`src/rtl/serial_add_ctrl.sv`:
```
// serial_add_ctrl.sv -- bit-serial WIDTH-bit adder built around one shared 1-bit full-adder cell.
//
// Ports (serial_add_ctrl):
//   clk    in   1      rising-edge clock
//   rst_n  in   1      asynchronous active-low reset
//   start  in   1      request, accepted only in IDLE or DONE
//   a, b   in   WIDTH  operands, captured on the accepting edge
//   cin    in   1      carry-in, captured on the accepting edge
//   busy   out  1      high while the serial add is in progress
//   done   out  1      one-cycle completion pulse
//   sum    out  WIDTH  registered result a+b+cin mod 2^WIDTH
//   cout   out  1      registered carry out of the MSB
//   ovf    out  1      registered two's-complement overflow
//
// Ports (adder): A, B, Cin in; Sum, Cout out.

// Purpose: 1-bit full-adder cell shared by the serial sequencer.
// Latency: purely combinational.
// Backpressure: none; no handshake.
module adder (
  input  logic A,
  input  logic B,
  input  logic Cin,
  output logic Sum,
  output logic Cout
);
  assign Sum  = A ^ B ^ Cin;
  assign Cout = (A & B) | (Cin & (A ^ B));
endmodule

// Purpose: sequence one adder cell over WIDTH bits, LSB first, to add a+b+cin.
// Latency: start accepted at edge E -> done high in the cycle after edge E+WIDTH.
// Backpressure: start is ignored while busy; no queueing, requester must retry after done.
module serial_add_ctrl #(
  parameter int WIDTH = 8
) (
  input  logic             clk,
  input  logic             rst_n,
  input  logic             start,
  input  logic [WIDTH-1:0] a,
  input  logic [WIDTH-1:0] b,
  input  logic             cin,
  output logic             busy,
  output logic             done,
  output logic [WIDTH-1:0] sum,
  output logic             cout,
  output logic             ovf
);
  localparam int            CW   = (WIDTH > 1) ? $clog2(WIDTH) : 1;
  localparam logic [CW-1:0] LAST = CW'(WIDTH - 1);

  typedef enum logic [1:0] {
    S_IDLE = 2'd0,
    S_RUN  = 2'd1,
    S_DONE = 2'd2
  } state_t;

  state_t           r_state;
  state_t           w_next_state;

  logic [WIDTH-1:0] r_opa;
  logic [WIDTH-1:0] r_opb;
  logic [WIDTH-1:0] r_res;
  logic             r_carry;
  logic [CW-1:0]    r_cnt;
  logic [WIDTH-1:0] r_sum;
  logic             r_cout;
  logic             r_ovf;

  logic             w_cell_sum;
  logic             w_cell_cout;
  logic             w_last;
  logic             w_accept;
  logic [WIDTH-1:0] w_res_next;

  adder u_adder (
    .A    (r_opa[0]),
    .B    (r_opb[0]),
    .Cin  (r_carry),
    .Sum  (w_cell_sum),
    .Cout (w_cell_cout)
  );

  assign w_last     = (r_cnt == LAST);
  assign w_accept   = start && ((r_state == S_IDLE) || (r_state == S_DONE));
  // Result fills from the top: after WIDTH shifts bit 0 has reached position 0.
  assign w_res_next = {w_cell_sum, r_res[WIDTH-1:1]};

  // State register
  always_ff @(posedge clk or negedge rst_n) begin
    if (!rst_n) begin
      r_state <= S_IDLE;
    end else begin
      r_state <= w_next_state;
    end
  end

  // Next-state logic
  always_comb begin
    w_next_state = r_state;
    case (r_state)
      S_IDLE:  if (start) w_next_state = S_RUN;
      S_RUN:   if (w_last) w_next_state = S_DONE;
      S_DONE:  w_next_state = start ? S_RUN : S_IDLE;
      default: w_next_state = S_IDLE;
    endcase
  end

  // Output decode, straight from the state register so busy/done are glitch-free
  always_comb begin
    busy = 1'b0;
    done = 1'b0;
    case (r_state)
      S_RUN:   busy = 1'b1;
      S_DONE:  done = 1'b1;
      default: ;
    endcase
  end

  // Datapath: operand shifters, carry flop, bit counter and result registers
  always_ff @(posedge clk or negedge rst_n) begin
    if (!rst_n) begin
      r_opa   <= '0;
      r_opb   <= '0;
      r_res   <= '0;
      r_carry <= 1'b0;
      r_cnt   <= '0;
      r_sum   <= '0;
      r_cout  <= 1'b0;
      r_ovf   <= 1'b0;
    end else if (w_accept) begin
      r_opa   <= a;
      r_opb   <= b;
      r_carry <= cin;
      r_cnt   <= '0;
      r_res   <= '0;
    end else if (r_state == S_RUN) begin
      r_opa   <= r_opa >> 1;
      r_opb   <= r_opb >> 1;
      r_carry <= w_cell_cout;
      r_res   <= w_res_next;
      if (w_last) begin
        // Counter parks at 0 rather than wrapping past WIDTH-1 for non-power-of-2 widths.
        r_cnt  <= '0;
        r_sum  <= w_res_next;
        r_cout <= w_cell_cout;
        // r_carry still holds the carry into the MSB on this edge.
        r_ovf  <= r_carry ^ w_cell_cout;
      end else begin
        r_cnt <= r_cnt + CW'(1);
      end
    end
  end

  assign sum  = r_sum;
  assign cout = r_cout;
  assign ovf  = r_ovf;

endmodule

```
`config.mk`:
```
export PLATFORM = sky130hd
export DESIGN_NAME = serial_add_ctrl
export DESIGN_NICKNAME = d
export VERILOG_FILES = /design/src/rtl/serial_add_ctrl.sv
export SDC_FILE = /design/constraint.sdc
export NUM_CORES = 1
export LEC_CHECK = 0
export CELL_PAD_IN_SITES_DETAIL_PLACEMENT = 0
export CELL_PAD_IN_SITES_GLOBAL_PLACEMENT = 2
export CORE_ASPECT_RATIO = 2
export CORE_MARGIN = 8
export CORE_UTILIZATION = 38
export CTS_BUF_LIST = sky130_fd_sc_hd__clkbuf_8
export CTS_CLUSTER_DIAMETER = 120
export CTS_CLUSTER_SIZE = 12
export DETAILED_ROUTE_END_ITERATION = 12
export PLACE_DENSITY = 0.85
export SYNTH_ARGS = -nofsm -noshare
export SYNTH_HDL_FRONTEND = slang
export SYNTH_HIERARCHICAL = 1
export SYNTH_SLANG_ARGS = --single-unit
```
`constraint.sdc`:
```
create_clock -name clk -period 2 [get_ports clk]
set_input_delay 0.4 -clock clk [delete_from_list [all_inputs] [get_ports clk]]
set_output_delay 0.4 -clock clk [all_outputs]
set_load 0.02 [all_outputs]
```
==> results.py, run 1 <==
metrics = {
    "global_route": {
        "initial_antenna_violation_count": 0,
        "wire_length_of_the_first_global_routing_pass_microns": 6770,
        "globalRouteOverflowTotal": 0,
        "grt_util_all_layers": 0.107,
        "grt_max_degree": 40,
        "number_of_global_route_vias_before_repair": 1454,
    },
    "run": {
        "maxCapViolations": 0,
    },
    "die": {
        "die-area_sq_um": 7880,
        "core_area_sq_um": 5090,
        "core.rowCount": 37,
        "chipWidth_microns": 66.9,
        "chipHeight_microns": 118,
        "pin_count": 32,
        "initial_utilization": 0.387,
    },
    "detailed_routing": {
        "postRouteWirelength_microns": 3990,
        "routed_via_density": 5.39,
        "first_pass_drt_iterations": 4,
        "routed_wire_length_per_instance_microns": 16.6,
        "detail_route.iter0.violations": 49,
        "drc_errors": 0,
        "route.antenna.remaining_nets": 0,
        "total_via_count_in_the_routed_design": 1298,
    },
    "sta": {
        "min_period_ns": 1.86,
        "setup_tns_ns": 0,
        "rsz0062_at_grt": "false",
        "worst_slew_pin_tran_ns": 0.509,
        "report.final.slew_viol_count": 0,
        "final_setup_violation_count": 0,
        "worst_clock_skew_ns": 0.00759,
        "final_layout_worst_hold_slack_ns": 0.157,
        "min_period_over_period": 0.931,
        "timing.slew.headroom": 0.659,
        "achievable-frequency_mhz": 537,
        "hold_viol_final": 0,
    },
    "logic_synthesis": {
        "ys_top_cells_by_area": "dfrtp_1 (50%), mux2i_1 (24%), mux2_2 (11%)",
        "yosys_warnings": 6,
        "yosys-top-cells-count": "mux2i_1 (47), dfrtp_1 (39), mux2_2 (19), a22o_1 (8)",
        "share_of_the_yosys_chip_area_belonging_to_registers": 0.496,
        "post_synth_net_total": 168,
        "dominant_cell_by_count_in_the_synthesized_netlist": "mux2i_1",
        "netlist_instances": 145,
        "synth_ff_type": "dfrtp_1",
        "synthesis.area_per_instance_sq_um": 13.6,
        "synth.cell_area_sq_um": 1970,
        "netlist.top_cell.by_area": "dfrtp_1",
        "post_synth_num_cell_types": 20,
        "synth-seq-cells": 39,
        "synth_top_area_share": 0.496,
        "ys_async_sr_fraction": 1.00,
        "number_of_synthesized_flops_with_an_enable_pin": 0,
    },
    "clock_network": {
        "cts_setup_buffers": 0,
        "cts_root_buf": "clkbuf_8",
        "cts_made_buffers": 5,
        "insertion_delay_ns": 0.29,
        "cts_tree": "done",
        "cts_resized": 0,
        "postCtsHoldBufs": 0,
        "cts_h_tree_depth": 2,
        "clock_sink_count": 39,
        "clockBufferDepth": 2,
        "path_clk_slew_ns": 0.07,
    },
    "finish": {
        "finish.utilization": 0.483,
        "drive_above_1_share": 0.213,
        "postLayoutCellArea_sq_um": 2460,
        "diodes": 0,
        "area.growth.synth_to_final_pct": 24.8,
        "final_nets": 205,
    },
    "pwr": {
        "share_clk_of_total_power": 0.202,
        "power_density_over_the_cells_nw_per_um2": 1370,
        "power.net_switching_mw": 1.11,
        "design_power_total_mw": 3.38,
        "power_frac_comb": 0.399,
        "sequentialPowerShare": 0.399,
        "internal-power_mw": 2.27,
        "switching_share_of_power": 0.328,
        "leakagePower_nw": 1.18,
        "worst_ir_drop_vdd_v": 0.000729,
    },
    "outcome": {
        "status": "finished, final reports clean",
    },
    "min_path": {
        "hold_class": "in -> async",
    },
    "worst_setup_path": {
        "cp_slowest_cell": "clkdlybuf4s50_1",
        "critPathCaptureType": "primary output",
        "cp_cell_sequence": "nor2b_1 -> clkdlybuf4s50_1",
        "largest_incremental_delay_on_the_critical_path_ns": 0.62,
        "startpoint_types": "register",
        "cp.buffers_inverters": 1,
        "crit_fanout": 4,
        "crit_family": "buffers and inverters",
        "crit_arrival_ns": 1.46,
        "crit_type": "reg -> out",
        "critPathRequiredTime_ns": 1.60,
    },
    "placement": {
        "gp_congestion": 0.745,
        "dp.final_hpwl_microns": 2970,
        "place.port_buffers": 31,
        "placed_cell_area_sq_um": 2340,
    },
}
[registers in the layout, summed over array words and instances (netlist names)]
| name | flops |
|---|---|
| r_carry | 1 |
| r_state | 2 |
| r_cnt | 3 |
| ovf | 1 |
| r_res | 7 |
| cout | 1 |
| r_opb | 8 |
| r_opa | 8 |
| sum | 8 |
[layer usage]
metal	wire length, microns	part of all wire	track usage	vias up
met1	1560	0.39	0.113	651
met4	68	0.017	0.0461	0
met5	0	0	0	-
met2	2170	0.54	0.188	35
li1	-	-	-	606
met3	192	0.048	0.0276	6
[cells in the final DEF, fill, tap and decap left out, types with 2 or more instances in the layout]
cell             count
a22o_1               8
nor2b_1              2
nor2_1               2
or3b_2               2
buf_4                9
o21ai_0              2
mux2_2              19
ha_1                 2
clkbuf_8             6
mux2i_1             47
dfrtp_1             39
nand3_1              6
clkdlybuf4s50_1     30
[power by group through the flow]
stage,logic (mW),registers (mW),clock network (mW)
global placement,1.32,1.35,0
detailed placement,1.38,1.37,0
global route,1.46,1.39,0.743
CTS,1.38,1.35,0.705
floorplan,0.875,1.41,0
finish,1.35,1.35,0.681
[path summary, 6_finish.rpt]
kind	cells past startpoint	endpoint	from	slack, ns
max reg2reg	5	sum[1]$_DFFE_PN0P_	r_cnt[0]$_DFFE_PN0P_	0.36
min	2	r_state[1]$_DFFE_PN0P_	rst_n	0.16
min in group clk	1	sum[6]$_DFFE_PN0P_	sum[6]$_DFFE_PN0P_	0.51
min reg2reg	1	sum[6]$_DFFE_PN0P_	sum[6]$_DFFE_PN0P_	0.51
max	2	busy	r_state[0]$_DFFE_PN0P_	0.14
max in group asynchronous	2	r_opb[5]$_DFFE_PN0P_	rst_n	1.50
[area by class of cell]
class / count / area [sq um]
clock buffers: 6 / 82.6
clock inverters: 2 / 35.0
fillers: 475 / 2640
inverters: 1 / 3.75
multi-input cells: 95 / 915
flip-flops and latches: 39 / 976
well taps: 58 / 72.6
repair buffers: 40 / 373
[metrics by stage]
| step | setup WS, ns | std cells |
|---|---|---|
| floorplan | 0.506 | 145 |
| global placement | 0.385 | 233 |
| detailed placement | 0.344 | 233 |
| CTS | 0.0963 | 241 |
| global route | 0.0194 | 241 |
| finish | 0.138 | 241 |
[cells by family (layout without fill, tap and decap cells)]
logic type / Yosys count / after routing / synth area share
muxes: 66 / 66 / 0.348
AOI/OAI and AO/OA: 10 / 10 / 0.0407
buffers and inverters: 11 / 49 / 0.0400
and+or+nand+nor: 15 / 15 / 0.0489
xor gates and xnor gates: 1 / 1 / 0.00445
adders and majority gates: 3 / 3 / 0.0229
DFF: 39 / 39 / 0.496
Note: power is estimated with default switching activity, not from simulation.
==> run 2: changes to the inputs <==
--- a/config.mk
+++ b/config.mk
@@ -8,7 +8,6 @@
 export CELL_PAD_IN_SITES_DETAIL_PLACEMENT = 0
 export CELL_PAD_IN_SITES_GLOBAL_PLACEMENT = 2
 export CORE_ASPECT_RATIO = 2
-export CORE_MARGIN = 8
 export CORE_UTILIZATION = 38
 export CTS_BUF_LIST = sky130_fd_sc_hd__clkbuf_8
 export CTS_CLUSTER_DIAMETER = 120
==> run 2 against run 1 <==
Non-clock buffer count is 2 lower. Wire length is 4.4% lower. Register-to-register slack worse by 0.06 ns. Setup slack better by 0.090 ns. Hold slack better by 0.00082 ns. Final cell count is 1.2% lower. Via count is 2.5% lower. Combinational power hardly changed. First-iteration DRC count is 90% lower. Power is 0.71% higher. Final area is 0.41% higher. Sequential cell count stayed put.
==> results.py, run 2 (synthesis results as in run 1) <==
metrics = {
    "worst_setup_path": {
        "crit_fanout": 7,
        "critPathRequiredTime_ns": 1.60,
        "critPathCaptureType": "primary output",
        "crit_type": "reg -> out",
        "crit_arrival_ns": 1.37,
        "startpoint_types": "register",
    },
    "pwr": {
        "worst_ir_drop_vdd_v": 0.000804,
        "power_density_over_the_cells_nw_per_um2": 1380,
        "share_clk_of_total_power": 0.201,
        "internal-power_mw": 2.28,
        "power_frac_comb": 0.399,
        "switching_share_of_power": 0.330,
        "sequentialPowerShare": 0.400,
        "power.net_switching_mw": 1.12,
        "leakagePower_nw": 1.19,
    },
    "detailed_routing": {
        "drc_errors": 0,
        "routed_wire_length_per_instance_microns": 16.0,
        "route.antenna.remaining_nets": 0,
        "postRouteWirelength_microns": 3820,
        "first_pass_drt_iterations": 2,
        "detail_route.iter0.violations": 5,
        "total_via_count_in_the_routed_design": 1266,
        "routed_via_density": 5.32,
    },
    "sta": {
        "min_period_ns": 1.77,
        "min_period_over_period": 0.886,
        "achievable-frequency_mhz": 564,
        "worst_clock_skew_ns": 0.00822,
        "worst_slew_pin_tran_ns": 0.512,
        "timing.slew.headroom": 0.657,
        "report.final.slew_viol_count": 0,
        "rsz0062_at_grt": "false",
        "setup_tns_ns": 0,
        "fin_ws_ns": 0.228,
        "hold_viol_final": 0,
        "final_setup_violation_count": 0,
    },
    "finish": {
        "highest_count_cells_in_the_layout_ignoring_fill_and_taps": "mux2i_1 (47), dfrtp_1 (39), clkdlybuf4s50_1 (28), mux2_2 (19), a22o_1 (8)",
        "finish.utilization": 0.503,
        "multiInputGateArea_sq_um": 915,
        "area.growth.synth_to_final_pct": 25.3,
        "drive_above_1_share": 0.204,
        "fill_cells": 442,
        "final_nets": 203,
        "seqCellArea_sq_um": 976,
        "diodes": 0,
        "most_common_library_cell_in_the_layout_ignoring_fill_and_taps": "mux2i_1",
    },
    "global_route": {
        "wire_length_of_the_first_global_routing_pass_microns": 6500,
        "initial_antenna_violation_count": 0,
        "grt_util_all_layers": 0.161,
        "number_of_global_route_vias_before_repair": 1390,
        "globalRouteOverflowTotal": 0,
        "grt_max_degree": 40,
    },
    "clock_network": {
        "cts_resized": 1,
        "clockBufferDepth": 2,
        "insertion_delay_ns": 0.29,
        "cts_made_buffers": 5,
        "cts_setup_buffers": 0,
        "postCtsHoldBufs": 0,
        "cts_h_tree_depth": 2,
        "cts_root_buf": "clkbuf_8",
        "cts_tree": "done",
        "path_clk_slew_ns": 0.08,
        "clock_sink_count": 39,
    },
    "die": {
        "chipHeight_microns": 104,
        "die-area_sq_um": 5490,
        "initial_utilization": 0.401,
        "pin_count": 32,
        "core_area_sq_um": 4910,
        "chipWidth_microns": 52.9,
        "core.rowCount": 36,
    },
    "run": {
        "maxCapViolations": 0,
    },
    "min_path": {
        "hold_class": "in -> async",
    },
    "outcome": {
        "status": "finished, final reports clean",
    },
    "placement": {
        "place.port_buffers": 31,
        "gp_congestion": 0.732,
        "dp.final_hpwl_microns": 2740,
        "placement.setup.worst_slack_ns": 0.175,
    },
}
==> run 2: changes by cell type in the layout (fill, tap and decap cells not counted), sizes merged <==
cell / change
dlygate4sd2: +1
dlymetal6s2s: +1
buf: -2
clkdlybuf4s50: -2
==> run 2: final cells by class <==
cell class,instances,area share
clock buffer,6,0.0335
clock inverter,2,0.0142
inverter,1,0.00152
multi-input combinational,95,0.371
sequential,39,0.396
tap,57,0.0289
timing repair buffer,38,0.156
==> run 2: worst paths after layout <==
check | startpoint | endpoint | slack [ns] | depth (start not counted)
hold reg to reg | sum[4]$_DFFE_PN0P_ | sum[4]$_DFFE_PN0P_ | 0.51 | 1
hold / removal | rst_n | sum[2]$_DFFE_PN0P_ | 0.16 | 2
setup / recovery | r_state[1]$_DFFE_PN0P_ | done | 0.23 | 2
min in group clk | sum[4]$_DFFE_PN0P_ | sum[4]$_DFFE_PN0P_ | 0.51 | 1
setup reg to reg | r_cnt[0]$_DFFE_PN0P_ | sum[1]$_DFFE_PN0P_ | 0.30 | 5
max in group asynchronous | rst_n | r_opb[4]$_DFFE_PN0P_ | 1.50 | 2
==> run 2: power groups by stage <==
stage	sequential (mW)	combinational [mW]	clock, mW
detailed placement	1.38	1.38	0
CTS	1.36	1.38	0.701
global route	1.41	1.50	0.733
floorplan	1.41	0.875	0
global placement	1.35	1.31	0
finish	1.36	1.35	0.684
==> run 2: critical path, stage by stage (launching register included) <==
cell,delay (ns)
dfrtp_1,0.48
nor2b_1,0.24
dlygate4sd2_1,0.37
==> run 2: stage by stage <==
step / total power, mW / cells / hold slack, ns / cell area [sq um]
6_report: 3.40 / 238 / 0.158 / 2470
5_1_grt: 3.64 / 238 / 0.196 / 2470
4_1_cts: 3.44 / 238 / 0.174 / 2460
3_5_place_dp: 2.75 / 230 / 0.493 / 2350
3_3_place_gp: 2.66 / 230 / 0.476 / 2350
2_1_floorplan: 2.28 / 145 / 0.104 / 1970
==> run 2: metal layers <==
| metal | part of all wire | vias to the layer above | routed length [microns] | GRT usage |
|---|---|---|---|---|
| li1 | - | 603 | - | - |
| met1 | 0.40 | 624 | 1520 | 0.191 |
| met2 | 0.54 | 29 | 2060 | 0.262 |
| met3 | 0.029 | 10 | 110 | 0.0323 |
| met4 | 0.034 | 0 | 131 | 0.0827 |
| met5 | 0 | - | 0 | 0 |
==> run 3: changes to the inputs <==
--- a/config.mk
+++ b/config.mk
@@ -8,6 +8,7 @@
 export CELL_PAD_IN_SITES_DETAIL_PLACEMENT = 0
 export CELL_PAD_IN_SITES_GLOBAL_PLACEMENT = 2
 export CORE_ASPECT_RATIO = 2
+export CORE_MARGIN = 1.5
 export CORE_UTILIZATION = 38
 export CTS_BUF_LIST = sky130_fd_sc_hd__clkbuf_8
 export CTS_CLUSTER_DIAMETER = 120
==> constraint.sdc (replaced) <==
create_clock -name clk -period 2 [get_ports clk]
set_input_delay 0.2 -clock clk [delete_from_list [all_inputs] [get_ports clk]]
set_output_delay 0.2 -clock clk [all_outputs]
set_load 0.02 [all_outputs]
==> run 3 against run 2 <==
Via count fell by 1.5%. Count of clock-buffer cells in the layout rose by 1. Register-to-register slack improved by 0.09 ns. Wire length fell by 3.2%. Critical path depth did not move. Non-clock buffer count rose by 1. Clock skew fell by 0.00090 ns. Critical endpoint unchanged.
==> results.py, run 3 (synthesis results as in run 1) <==
metrics = {
    "worst_setup_path": {
        "crit_type": "reg -> out",
        "crit-reg2reg-capture": "sum[5]$_DFFE_PN0P_",
        "timing.reg2reg.worst_path_depth": 5,
        "critPathRequiredTime_ns": 1.80,
        "cp-startpoint": "r_state[1]$_DFFE_PN0P_",
        "critPathCaptureType": "primary output",
        "source_of_the_worst_register_to_register_timing_path": "r_cnt[0]$_DFFE_PN0P_",
        "reg2reg_slack_ns": 0.39,
        "crit_arrival_ns": 1.60,
        "startpoint_types": "register",
        "crit_fanout": 8,
    },
    "sta": {
        "achievable-frequency_mhz": 555,
        "report.final.slew_viol_count": 0,
        "fin_ws_ns": 0.200,
        "hold_viol_final": 0,
        "setup_tns_ns": 0,
        "rsz0062_at_grt": "false",
        "min_period_over_period": 0.900,
        "timing.slew.headroom": 0.426,
        "worst_slew_pin_tran_ns": 0.861,
        "final_setup_violation_count": 0,
        "min_period_ns": 1.80,
        "worst_clock_skew_ns": 0.00732,
    },
    "min_path": {
        "hold_class": "in -> async",
    },
    "placement": {
        "place.port_buffers": 31,
        "placement.setup.worst_slack_ns": 0.396,
        "dp.final_hpwl_microns": 2730,
        "gp_congestion": 0.697,
    },
    "global_route": {
        "number_of_global_route_vias_before_repair": 1409,
        "initial_antenna_violation_count": 0,
        "grt_max_degree": 40,
        "grt_util_all_layers": 0.150,
        "wire_length_of_the_first_global_routing_pass_microns": 6340,
        "globalRouteOverflowTotal": 0,
    },
    "die": {
        "chipHeight_microns": 105,
        "initial_utilization": 0.401,
        "core.rowCount": 36,
        "pin_count": 32,
        "chipWidth_microns": 53.9,
        "core_area_sq_um": 4910,
        "die-area_sq_um": 5650,
    },
    "run": {
        "maxCapViolations": 0,
    },
    "pwr": {
        "switching_share_of_power": 0.333,
        "worst_ir_drop_vdd_v": 0.000825,
        "leakagePower_nw": 1.17,
        "power_density_over_the_cells_nw_per_um2": 1350,
        "power.net_switching_mw": 1.09,
        "power_frac_comb": 0.409,
        "sequentialPowerShare": 0.413,
        "share_clk_of_total_power": 0.177,
        "internal-power_mw": 2.18,
    },
    "clock_network": {
        "cts_resized": 0,
        "clock_sink_count": 39,
        "clockBufferDepth": 2,
        "cts_setup_buffers": 0,
        "cts_h_tree_depth": 2,
        "postCtsHoldBufs": 0,
        "insertion_delay_ns": 0.29,
        "path_clk_slew_ns": 0.07,
        "cts_tree": "done",
        "cts_root_buf": "clkbuf_8",
        "cts_made_buffers": 5,
    },
    "detailed_routing": {
        "first_pass_drt_iterations": 3,
        "drc_errors": 0,
        "route.antenna.remaining_nets": 0,
        "routed_wire_length_per_instance_microns": 15.5,
        "routed_via_density": 5.22,
        "postRouteWirelength_microns": 3690,
        "detail_route.iter0.violations": 9,
        "total_via_count_in_the_routed_design": 1247,
    },
    "finish": {
        "final_nets": 204,
        "diodes": 0,
        "drive_above_1_share": 0.203,
        "finish.utilization": 0.495,
        "area.growth.synth_to_final_pct": 23.4,
        "highest_count_cells_in_the_layout_ignoring_fill_and_taps": "mux2i_1 (47), dfrtp_1 (39), clkdlybuf4s50_1 (30), mux2_2 (19)",
        "most_common_library_cell_in_the_layout_ignoring_fill_and_taps": "mux2i_1",
        "fill_cells": 436,
    },
    "outcome": {
        "status": "finished, final reports clean",
    },
}
run 3: cell types whose count changed in the layout (fill, tap and decap cells not counted):
cell	change
buf_4	+3
clkinv_2	-1
clkbuf_8	+1
bufinv_16	-1
dlymetal6s2s_1	-1
buf_12	-2
clkdlybuf4s50_1	+2
inv_1	+1
dlygate4sd2_1	-1
run 3: routing by layer:
metal | part of all wire | vias up | global-route usage | routed length (microns)
met5 | 0 | - | 0 | 0
met4 | 0.021 | 0 | 0.0659 | 76
met3 | 0.033 | 7 | 0.0257 | 121
met2 | 0.57 | 25 | 0.270 | 2110
met1 | 0.38 | 618 | 0.157 | 1390
li1 | - | 597 | - | -
run 3: final cells by class:
| cell class | instances | area [sq um] | area share |
|---|---|---|---|
| Sequential cell | 39 | 976 | 0.401 |
| Tap cell | 57 | 71.3 | 0.0293 |
| Clock inverter | 1 | 3.75 | 0.00154 |
| Inverter | 1 | 3.75 | 0.00154 |
| Clock buffer | 7 | 96.3 | 0.0396 |
| Multi-Input combinational cell | 95 | 915 | 0.376 |
| Timing Repair Buffer | 39 | 365 | 0.150 |
run 3: how the worst max path moves through the flow:
stage | endpoint | slack, ns | depth (start not counted)
detailed placement | sum[5]$_DFFE_PN0P_ | 0.40 | 5
finish | done | 0.20 | 2
CTS | done | 0.17 | 2
global placement | r_opa[4]$_DFFE_PN0P_ | 0.42 | 4
floorplan | cout$_DFFE_PN0P_ | 0.51 | 5
global route | done | 0.11 | 2
run 3: power groups by stage:
| stage | Sequential, mW | Clock, mW | Combinational [mW] |
|---|---|---|---|
| finish | 1.35 | 0.580 | 1.34 |
| floorplan | 1.41 | 0 | 0.875 |
| global placement | 1.35 | 0 | 1.30 |
| global route | 1.40 | 0.631 | 1.48 |
| detailed placement | 1.37 | 0 | 1.37 |
| CTS | 1.36 | 0.600 | 1.37 |
run 3: through the flow:
stage                     power, mW  std cells  instance area, sq um  hold WS, ns
after detailed placement       2.74        231                  2330        0.376
after global placement         2.65        231                  2330        0.342
final                          3.27        239                  2430       0.0188
after global routing           3.51        239                  2430        0.105
after CTS                      3.32        239                  2430       0.0629
after floorplan                2.28        145                  1970      -0.0956
run 3: worst max-delay path: stages (launching register included):
cell             delay [ns]
dfrtp_1                0.52
nor2b_1                0.18
clkdlybuf4s50_1        0.61
==> RTL change 1: new RTL, settings of run 2 <==
Encoding of `state_t`: now one-hot (3 bits for 3 states).
--- a/src/rtl/serial_add_ctrl.sv
+++ b/src/rtl/serial_add_ctrl.sv
@@ -51,6 +51,6 @@
 
-  typedef enum logic [1:0] {
-    S_IDLE = 2'd0,
-    S_RUN  = 2'd1,
-    S_DONE = 2'd2
+  typedef enum logic [2:0] {
+    S_IDLE = 3'b001,
+    S_RUN  = 3'b010,
+    S_DONE = 3'b100
   } state_t;
Formal check against the unedited RTL: no difference found for any inputs over 10 cycles, from zero or initial values and one cycle with rst_n low; not proved beyond that.
==> RTL change 1 against run 2 <==
  * Clock power fell by 17%
  * Power fell by 18%
  * Setup slack got worse by 0.15 ns
  * Area after synthesis fell by 6.3%
  * Sequential cell count rose by 1
  * Combinational power fell by 23%
  * Routed wire length fell by 15%
  * Final area fell by 6.3%
  * Register-to-register slack got worse by 0.13 ns
  * Hold slack improved by 0.0092 ns
==> RTL change 1: results <==
outcome:
  status: "finished clean"
placed_design:
  dp_hpwl_um: 2268
  gp_congestion: 0.7239
  dp_slack_ns: 0.1426
sta:
  worst_clock_skew_ns: 0.005635
floorplanning:
  rows: 35
global_route:
  grt_usage_pct: 14.12
  use_met1_pct: 15.68
detailed_routing:
  wl_met1_um: 1290
  wl_per_cell_um: 14.22
  drt_iter0_drc: 15
final_layout:
  final-seq-area_sq_mm: 0.001002
  final-clk-cell-share_pct: 4.167
  buf_share_pct: 14.99
  multiInputGateArea_sq_um: 783.3
  fin_nets: 195
  num-nonclk-buffers: 35
  multi_input_area_share_pct: 33.87
synth:
  synthMuxAreaShare_pct: 28.95
  synthTopCellsByCount: "dfrtp_1 (39), mux2_2 (23), nand2_1 (21), mux2_4 (17), a21oi_1 (9)"
  synth.area.top_cells: "dfrtp_1 (53%), mux2_2 (14%), mux2_4 (14%)"
  synth_fa_ha_area_share_pct: 2.441
  synth_compound_area_share_pct: 2.983
worst_setup_path:
  worst_path_largest_cell_delay_ns: 0.65
  cp.arrival_ns: 1.52
  critical_path_peak_fanout: 4
pwr:
  power_leakage_uw: 0.001119
  peakVddDrop_v: 0.0006811
  p_comb_share_pct: 37.2
RTL change 1: metrics by stage:
stage	std cells	hold slack [ns]
finish	227	0.1674
global route	227	0.2191
CTS	227	0.1887
detailed placement	220	0.4946
global placement	220	0.4785
floorplan	137	0.1044
RTL change 1: path summary, 6_finish.rpt:
check                                  startpoint                endpoint  slack, ns  cells after the start
max in group asynchronous                   rst_n  r_state[0]$_DFFE_PN1P_       1.47                      2
setup / recovery           r_state[1]$_DFFE_PN0P_                    done       0.08                      2
min in group clk               sum[0]$_DFFE_PN0P_      sum[0]$_DFFE_PN0P_       0.51                      1
hold reg to reg                sum[0]$_DFFE_PN0P_      sum[0]$_DFFE_PN0P_       0.51                      1
hold / removal                              rst_n      sum[7]$_DFFE_PN0P_       0.17                      2
setup reg to reg           r_state[2]$_DFFE_PN0P_         ovf$_DFFE_PN0P_       0.17                      5
RTL change 1: worst max-delay path, delay by kind of cell, from the launching register on:
family        cells  cell delay [ns]
buf+inv           1             0.65
flops             1             0.40
simple gates      1             0.19
==> RTL change 2: new RTL, settings of run 2 <==
Without the edit above. The parameter `WIDTH` goes from 8 to 16.
--- a/src/rtl/serial_add_ctrl.sv
+++ b/src/rtl/serial_add_ctrl.sv
@@ -34,3 +34,3 @@
 module serial_add_ctrl #(
-  parameter int WIDTH = 8
+  parameter int WIDTH = 16
 ) (
Ports: changed (resized a, b and sum); port bits go from 32 to 56. The function was not compared with the original's and may differ.
==> RTL change 2 against run 2 <==
  * Routed wire length up 71%
  * Power up 77%
  * Clock skew increased by 0.0015 ns
  * Register-to-register slack worse by 0.07 ns
  * Count of clock-buffer cells in the layout increased by 4
  * Final area increased by 58%
  * Utilization down 0.97 points
  * Area after synthesis rose by 56%
  * Via count grew 70%
  * Setup slack got worse by 0.072 ns
  * Sequential cell count rose by 33
  * Critical path type unchanged
  * Largest cell class unchanged
==> RTL change 2: results <==
outcome:
  status: "finished clean"
cts:
  insertion_delay_ns: 0.35
  htree_levels: 3
  cts_resized: 1
  cts_inserted_buffers: 9
placed_design:
  numPlacedInstances: 403
  numPortBuffers: 55
  dp_slack_ns: 0.2215
  dp_hpwl_um: 4334
  placed_area_sq_mm: 0.003699
  gp_congestion: 0.7617
synth:
  synth.area.top_cells: "dfrtp_1 (59%), nand2_1 (6.6%), a22o_1 (5.1%)"
  seq_area_frac_synth_pct: 58.54
  syn_nets: 301
  synth.distinct_cells: 29
  synthTopCellsByCount: "dfrtp_1 (72), nand2_1 (54), nor2_1 (22), a31oi_1 (21), a22o_1 (18)"
  syn_inst: 263
sta:
  hold_ws_ns: 0.001840
  worst_clock_skew_ns: 0.009701
  tightestPinTransition_ns: 0.5708
global_route:
  grt_usage_pct: 17.45
  grt_pass1_wl_um: 10880
  use_met1_pct: 21.32
  grt_max_degree: 50
  grt_pass1_vias: 2188
  use_met3_pct: 4.401
  use_met2_pct: 27.85
pwr:
  peakVddDrop_v: 0.0005997
  switchingPower_uw: 2146
  intPower_uw: 3857
  power_leakage_uw: 0.001761
  comb-power_uw: 2350
  pwr-share-clk_pct: 18.6
worst_setup_path:
  critical_path_peak_fanout: 3
  r2r_setup_slack_ns: 0.23
  worst_path_largest_cell_delay_ns: 0.40
  reg2reg_depth: 5
  cp.arrival_ns: 1.44
  slowest_stage: "dfrtp_1"
  critical-path-top-delay-family: "buffers and inverters"
  timing.rr.start: "r_state[1]$_DFFE_PN0P_"
  crit-reg2reg-capture: "r_res[1]$_DFFE_PN0P_"
hold_path:
  hp-class: "input port to async pin"
detailed_routing:
  via_per_inst: 5.151
  routed_wl_um: 6523
  drt_iter0_drc: 144
  dr.pass1.iters: 4
final_layout:
  fin_util_pct: 49.29
  fin_cells: 418
  fin_nets: 356
  fillCellCount: 727
  drive_gt1_share_pct: 16.46
## RTL change 2: cell count changes after synthesis, moves of 5 or more
cell | run 2 | this run
mux2_4 | 0 | 9
mux2i_1 | 47 | 0
nand2_1 | 0 | 54
a22o_1 | 8 | 18
mux2_2 | 19 | 9
a22oi_2 | 0 | 9
dfrtp_1 | 39 | 72
a31oi_1 | 0 | 21
nor2_1 | 2 | 22
buf_2 | 6 | 11
nand3_1 | 6 | 13
## RTL change 2: layout make-up
class	instances	area share, %
sequential	72	46.36
multi-input combinational	171	29.36
timing repair buffer	62	16.13
clock buffer	10	3.542
tap	96	3.091
clock inverter	5	1.256
inverter	2	0.2576
## RTL change 2: metal layers
layer  vias up  wire length, um
met4         0              142
li1       1023                -
met2        48             3406
met3         9              206
met1      1073             2768
met5         -                0
## RTL change 2: worst max-delay path by stage
stage               cells after the start               endpoint                   start  slack (ns)
global placement                        5   r_cnt[1]$_DFFE_PN0P_  r_state[1]$_DFFE_PN0P_        0.23
global route                            3                   busy  r_state[1]$_DFFE_PN0P_        0.09
CTS                                     2                   done  r_state[0]$_DFFE_PN0P_       0.002
finish                                  3                   busy  r_state[1]$_DFFE_PN0P_        0.16
detailed placement                      5  r_res[15]$_DFFE_PN0P_  r_state[1]$_DFFE_PN0P_        0.22
floorplan                               5    sum[10]$_DFFE_PN0P_    r_cnt[0]$_DFFE_PN0P_        0.47
## RTL change 2: logic make-up (layout without fill, tap and decap cells)
kind of cell	after synthesis	count (layout)	share of synthesized area (%)
AOI/OAI and AO/OA	53	53	14.15
adders and majority gates	2	2	1.057
muxes	18	18	7.683
xor gates and xnor gates	2	2	0.5692
buffers and inverters	20	79	4.471
and+or+nand+nor	96	96	13.54
DFF	72	72	58.54
